File: src/rtl/univ_register_if.sv
// Bus bundle for univ_register: control, parallel/serial data in, register
// contents and status flags out.
interface univ_register_if #(
    parameter int WIDTH = 4
);
    logic             en;
    logic [2:0]       mode;
    logic [WIDTH-1:0] I;
    logic             sin_r;
    logic             sin_l;
    logic [WIDTH-1:0] R;
    logic             carry;
    logic             zero;

    // Controller side: drives operations, observes the register.
    modport master (
        output en, mode, I, sin_r, sin_l,
        input  R, carry, zero
    );

    // Register side.
    modport slave (
        input  en, mode, I, sin_r, sin_l,
        output R, carry, zero
    );
endinterface

File: src/rtl/univ_register.sv
// Universal WIDTH-bit register: hold, load, shift left/right, rotate left,
// increment, decrement and synchronous clear, with a registered
// carry/borrow/shift-out flag and a combinational zero flag.
// WIDTH must be at least 2 so that R[WIDTH-2:0] is a real slice.
module univ_register #(
    parameter int               WIDTH       = 4,
    parameter logic [WIDTH-1:0] RESET_VALUE = '0
) (
    input  logic            clock,
    input  logic            reset,
    univ_register_if.slave  bus
);

    localparam logic [2:0] MODE_HOLD = 3'b000;
    localparam logic [2:0] MODE_LOAD = 3'b001;
    localparam logic [2:0] MODE_SHL  = 3'b010;
    localparam logic [2:0] MODE_SHR  = 3'b011;
    localparam logic [2:0] MODE_INC  = 3'b100;
    localparam logic [2:0] MODE_DEC  = 3'b101;
    localparam logic [2:0] MODE_ROL  = 3'b110;
    localparam logic [2:0] MODE_CLR  = 3'b111;

    localparam logic [WIDTH-1:0] ONE = {{(WIDTH-1){1'b0}}, 1'b1};

    logic [WIDTH-1:0] r_value;
    logic             r_carry;
    logic [WIDTH-1:0] w_next_value;
    logic             w_next_carry;

    // True when every bit of the operand is set (INC overflow condition).
    function automatic logic all_ones(input logic [WIDTH-1:0] v);
        return &v;
    endfunction

    // True when the operand is zero (DEC borrow condition, zero flag).
    function automatic logic all_zero(input logic [WIDTH-1:0] v);
        return ~|v;
    endfunction

    // Next-state decode: selected operation on current R, or hold when disabled.
    always_comb begin
        w_next_value = r_value;
        w_next_carry = r_carry;
        if (bus.en) begin
            case (bus.mode)
                MODE_HOLD: begin
                    w_next_value = r_value;
                    w_next_carry = r_carry;
                end
                MODE_LOAD: begin
                    w_next_value = bus.I;
                    w_next_carry = 1'b0;
                end
                MODE_SHL: begin
                    w_next_value = {r_value[WIDTH-2:0], bus.sin_r};
                    w_next_carry = r_value[WIDTH-1];
                end
                MODE_SHR: begin
                    w_next_value = {bus.sin_l, r_value[WIDTH-1:1]};
                    w_next_carry = r_value[0];
                end
                MODE_INC: begin
                    w_next_value = r_value + ONE;
                    w_next_carry = all_ones(r_value);
                end
                MODE_DEC: begin
                    w_next_value = r_value - ONE;
                    w_next_carry = all_zero(r_value);
                end
                MODE_ROL: begin
                    w_next_value = {r_value[WIDTH-2:0], r_value[WIDTH-1]};
                    w_next_carry = r_value[WIDTH-1];
                end
                MODE_CLR: begin
                    w_next_value = '0;
                    w_next_carry = 1'b0;
                end
                default: begin
                    w_next_value = r_value;
                    w_next_carry = r_carry;
                end
            endcase
        end else begin
            w_next_value = r_value;
            w_next_carry = r_carry;
        end
    end

    // State register: async reset to RESET_VALUE with carry cleared.
    always_ff @(posedge clock or negedge reset) begin
        if (!reset) begin
            r_value <= RESET_VALUE;
            r_carry <= 1'b0;
        end else begin
            r_value <= w_next_value;
            r_carry <= w_next_carry;
        end
    end

    // R and carry come straight from flops; zero is decoded from R with no
    // added latency so the controller sees it in the same cycle.
    assign bus.R     = r_value;
    assign bus.carry = r_carry;
    assign bus.zero  = all_zero(r_value);

endmodule

File: src/flat_wrapper.sv
// flat-port wrapper written by rule: the top's interface ports become plain ports
module univ_register_flat 
#(
    parameter int               WIDTH       = 4,
    parameter logic [WIDTH-1:0] RESET_VALUE = '0
)
  (clock, reset, bus_en, bus_mode, bus_I, bus_sin_r, bus_sin_l, bus_R, bus_carry, bus_zero);
  univ_register_if #(.WIDTH(WIDTH)) bus_i ();
  input  logic clock;
  input  logic reset;
  input wire logic [$bits(bus_i.en)-1:0] bus_en;
  input wire logic [$bits(bus_i.mode)-1:0] bus_mode;
  input wire logic [$bits(bus_i.I)-1:0] bus_I;
  input wire logic [$bits(bus_i.sin_r)-1:0] bus_sin_r;
  input wire logic [$bits(bus_i.sin_l)-1:0] bus_sin_l;
  output wire logic [$bits(bus_i.R)-1:0] bus_R;
  output wire logic [$bits(bus_i.carry)-1:0] bus_carry;
  output wire logic [$bits(bus_i.zero)-1:0] bus_zero;
  assign bus_i.en = bus_en;
  assign bus_i.mode = bus_mode;
  assign bus_i.I = bus_I;
  assign bus_i.sin_r = bus_sin_r;
  assign bus_i.sin_l = bus_sin_l;
  assign bus_R = bus_i.R;
  assign bus_carry = bus_i.carry;
  assign bus_zero = bus_i.zero;
  univ_register #(.WIDTH(WIDTH), .RESET_VALUE(RESET_VALUE)) u_core (.clock(clock), .reset(reset), .bus(bus_i));
endmodule
File: config.mk
export PLATFORM = sky130hd
export DESIGN_NAME = univ_register_flat
export DESIGN_NICKNAME = d
export VERILOG_FILES = /design/src/rtl/univ_register_if.sv /design/src/rtl/univ_register.sv /design/src/flat_wrapper.sv
export SDC_FILE = /design/constraint.sdc
export NUM_CORES = 1
export LEC_CHECK = 0
export BUFFER_PORTS_ARGS = -buffer_cell sky130_fd_sc_hd__buf_2
export CORE_AREA = 2 2 39 41
export DETAILED_ROUTE_END_ITERATION = 16
export DIE_AREA = 0 0 41 43
export GPL_ROUTABILITY_DRIVEN = 0
export SLEW_MARGIN = 20
export SYNTH_ARGS = -nofsm -noshare
export SYNTH_HDL_FRONTEND = slang
export SYNTH_SLANG_ARGS = --single-unit
File: constraint.sdc
create_clock -name clock -period 3.8 [get_ports clock]
set_clock_uncertainty 0.05 [all_clocks]
set_input_delay 0.57 -clock clock [delete_from_list [all_inputs] [get_ports clock]]
set_output_delay 0.57 -clock clock [all_outputs]
set_load 0.03 [all_outputs]
==> flow_metrics.py <==
metrics = {
    "status": {
        "status": "finished, final reports clean",
    },
    "clock_tree": {
        "clk_latency_ns": 0.25,
        "cts-resized-gates": 0,
        "cts_max_path_buffers": 2,
        "clkSlewWorstSetupHoldPaths_ns": 0.05,
        "cts_hold_repair.buffers": 0,
        "cts-root-buf": "sky130_fd_sc_hd__clkbuf_4",
        "cts.repair_timing.setup_buffer_count": 0,
        "cts_tree": "built",
        "clkSinkCount": 5,
        "cts-htree-levels": 1,
        "cts_inserted_buffers": 3,
    },
    "critical_path": {
        "max_fo_critical_path": 9,
        "worst_path_max_delay_cell": "sky130_fd_sc_hd__dfrtp_1",
        "worstPathArrival_ns": 1.40,
        "critical_path_required_ns": 3.18,
        "critical_path.top_delay_family": "flip-flops",
        "timing_worst_setup_path_type": "reg2out",
        "worst_path_largest_cell_delay_ns": 0.47,
        "worst_setup_path_end_kind": "output port",
        "critical_path.cell_chain": "nor4_1 -> buf_2",
        "cp.buffers_inverters": 1,
        "critPathLaunchType": "flip-flop",
    },
    "route": {
        "ant_nets": 0,
        "detail_route.first_pass.iterations": 4,
        "detail_route.drc_violations": 0,
        "via_count": 523,
        "routed_wl_um": 1205,
        "avgRoutedWirePerCell_um": 12.55,
        "first_iteration_detailed_routing_drc_count": 11,
        "detail_route.vias_per_cell": 5.448,
    },
    "timing": {
        "hold_viol_final": 0,
        "timing.final.max_slew_violations": 0,
        "period_share_pct": 53.19,
        "tightestPinTransition_ns": 0.5429,
        "rsz0062_at_grt": "false",
        "tns_ns": 0,
        "relSlewSlack_pct": 63.59,
        "timing.final.crit_period_ns": 2.021,
        "finalSetupViolations": 0,
        "achievable-frequency_ghz": 0.4947,
    },
    "floorplan": {
        "die_x_um": 41,
        "die_h_um": 43,
        "floorplan.rows": 14,
        "floorplan.die_area_mm2": 0.001763,
        "placeableCoreArea_mm2": 0.001384,
        "starting_density_pct": 37.52,
        "io-pin-count": 18,
    },
    "final_layout": {
        "layout.core_utilization_pct": 44.30,
        "antenna-diode-count": 0,
        "n_fill_cell": 144,
        "post_route_cells_drive_above_1_share_pct": 33.75,
        "design.final.nets": 94,
        "flow.area_growth_from_synthesis_pct": 18.07,
    },
    "global_routing": {
        "grt.total_usage_pct": 16.25,
        "initial_antenna_violation_count": 0,
        "first_global_vias": 488,
        "grt_first_pass_wirelength_um": 1959,
        "grt_overflow_total": 0,
        "grt_max_degree": 17,
    },
    "synthesis": {
        "post_synthesis_instance_area_um2": 519.2,
        "synthCells": 63,
        "synth.top_cells.by_area": "sky130_fd_sc_hd__dfrtp_1 (24%), sky130_fd_sc_hd__nand2_1 (8.7%), sky130_fd_sc_hd__a21oi_1 (6.7%)",
        "yosysWarningCount": 0,
        "synth.net_count": 76,
        "yosys_register_bits": 5,
        "yosysTopAreaCellShare_pct": 24.10,
        "yosysUniqueCellTypes": 31,
        "synth_largest_area_cell": "sky130_fd_sc_hd__dfrtp_1",
        "seq_area_frac_synth_pct": 24.10,
        "synthesis.area_per_instance_um2": 8.242,
    },
    "run": {
        "max_cap_viol": 0,
    },
    "placed_design": {
        "hpwlAfterDp_um": 866.1,
        "number_of_port_buffers": 17,
    },
    "power": {
        "worst_ir_drop_vdd_v": 0.0003547,
        "power_leakage_nw": 0.2852,
        "cellPowerDensity_mw_per_mm2": 433.2,
        "power.total_mw": 0.2656,
    },
    "min_path": {
        "worstHoldPathType": "in2async",
    },
}
[synth_stat cells (all sizes together)]
cell and n:
a21oi 7, clkbuf 1, xnor2 1, buf 3, inv 3, o21ai 4, o221ai 1, nor2 3
dfrtp 5, nor2b 3, o31ai 2, nor4 1, nand2b 1, nand3 1, mux2i 3, and2b 2
o22ai 1, nand2 12, a311oi 1, a221oi 1, nor3 2, and4b 1, or4b 1, mux4 1
ha 1, o311a 1
[cell usage in the layout, fill, tap and decap left out]
cell | synthesis | routed
sky130_fd_sc_hd__a21oi_1 | 7 | 7
sky130_fd_sc_hd__a221oi_1 | 1 | 1
sky130_fd_sc_hd__a311oi_1 | 1 | 1
sky130_fd_sc_hd__and2b_2 | 2 | 2
sky130_fd_sc_hd__and4b_1 | 1 | 1
sky130_fd_sc_hd__buf_2 | 1 | 17
sky130_fd_sc_hd__clkbuf_1 | 0 | 1
sky130_fd_sc_hd__clkbuf_4 | 0 | 3
sky130_fd_sc_hd__dfrtp_1 | 5 | 5
sky130_fd_sc_hd__ha_1 | 1 | 1
sky130_fd_sc_hd__inv_1 | 3 | 3
sky130_fd_sc_hd__mux2i_1 | 3 | 3
sky130_fd_sc_hd__mux4_2 | 1 | 1
sky130_fd_sc_hd__nand2_1 | 12 | 12
sky130_fd_sc_hd__nand2b_1 | 1 | 1
sky130_fd_sc_hd__nand3_1 | 1 | 1
sky130_fd_sc_hd__nor2_1 | 3 | 3
sky130_fd_sc_hd__nor2b_1 | 3 | 3
sky130_fd_sc_hd__nor3_1 | 2 | 2
sky130_fd_sc_hd__nor4_1 | 1 | 1
sky130_fd_sc_hd__o21ai_0 | 2 | 2
sky130_fd_sc_hd__o21ai_1 | 1 | 1
sky130_fd_sc_hd__o21ai_2 | 1 | 1
sky130_fd_sc_hd__o221ai_2 | 1 | 1
sky130_fd_sc_hd__o22ai_1 | 1 | 1
sky130_fd_sc_hd__o311a_1 | 1 | 1
sky130_fd_sc_hd__o31ai_1 | 1 | 1
sky130_fd_sc_hd__o31ai_2 | 1 | 1
sky130_fd_sc_hd__or4b_4 | 1 | 1
sky130_fd_sc_hd__xnor2_1 | 1 | 1
[worst paths after layout]
check | cells past startpoint | start | endpoint | slack (ns)
max in group asynchronous | 1 | reset | u_core.bus.R[3]$_DFFE_PN0P_ | 3.49
max | 2 | u_core.bus.R[1]$_DFFE_PN0P_ | bus_zero | 1.78
min reg2reg | 2 | u_core.bus.carry$_DFFE_PN0P_ | u_core.bus.carry$_DFFE_PN0P_ | 0.43
max reg2reg | 4 | u_core.bus.R[1]$_DFFE_PN0P_ | u_core.bus.R[3]$_DFFE_PN0P_ | 2.16
min | 1 | reset | u_core.bus.R[0]$_DFFE_PN0P_ | 0.08
min in group clock | 2 | u_core.bus.carry$_DFFE_PN0P_ | u_core.bus.carry$_DFFE_PN0P_ | 0.43
[state kept, by name, indices dropped and copies added (netlist names)]
| register | count |
|---|---|
| u_core.bus.R | 4 |
| u_core.bus.carry | 1 |
[cell families after synthesis]
group	after synthesis	share of synthesized area [%]
XOR/XNOR	1	1.687
buffers and inverters	7	9.396
flip-flops	5	24.10
multiplexers	4	10.12
AND/OR/NAND/NOR	27	27.71
AO/OA/AOI/OAI	18	24.58
adder cells (fa/ha/maj)	1	2.409
[layer usage]
layer	global-route usage (%)	up-vias	routed length (µm)
met5	0	-	0
met4	7.333	0	0
met3	6.283	0	74
met2	23.75	19	604
met1	20.26	240	526
li1	-	264	-
[layout make-up]
class                   instances  area [µm²]  area share (%)
multi-input cells              51       345.3           56.33
clock buffers                   4       26.28           4.286
inverters                       3       11.26           1.837
well taps                      16       20.02           3.265
flip-flops and latches          5       125.1           20.41
repair buffers                 17       85.08           13.88
[through the flow]
| step | std cells | worst slack, ns | hold WS [ns] | cell area [µm²] |
|---|---|---|---|---|
| 2_1_floorplan | 63 | 1.466 | 0.2244 | 519.2 |
| 3_3_place_gp | 92 | 1.560 | 0.3373 | 586.8 |
| 3_5_place_dp | 92 | 1.595 | 0.3399 | 586.8 |
| 4_1_cts | 96 | 1.789 | 0.07898 | 613.1 |
| 5_1_grt | 96 | 1.689 | 0.08014 | 613.1 |
| 6_report | 96 | 1.779 | 0.07582 | 613.1 |
[power by group]
part,total [mW],internal (mW),switching [mW]
sequential,0.0869,0.0644,0.0225
clock,0.0626,0.0398,0.0228
combinational,0.116,0.0469,0.0692
Power figures use the tool's default switching activity.
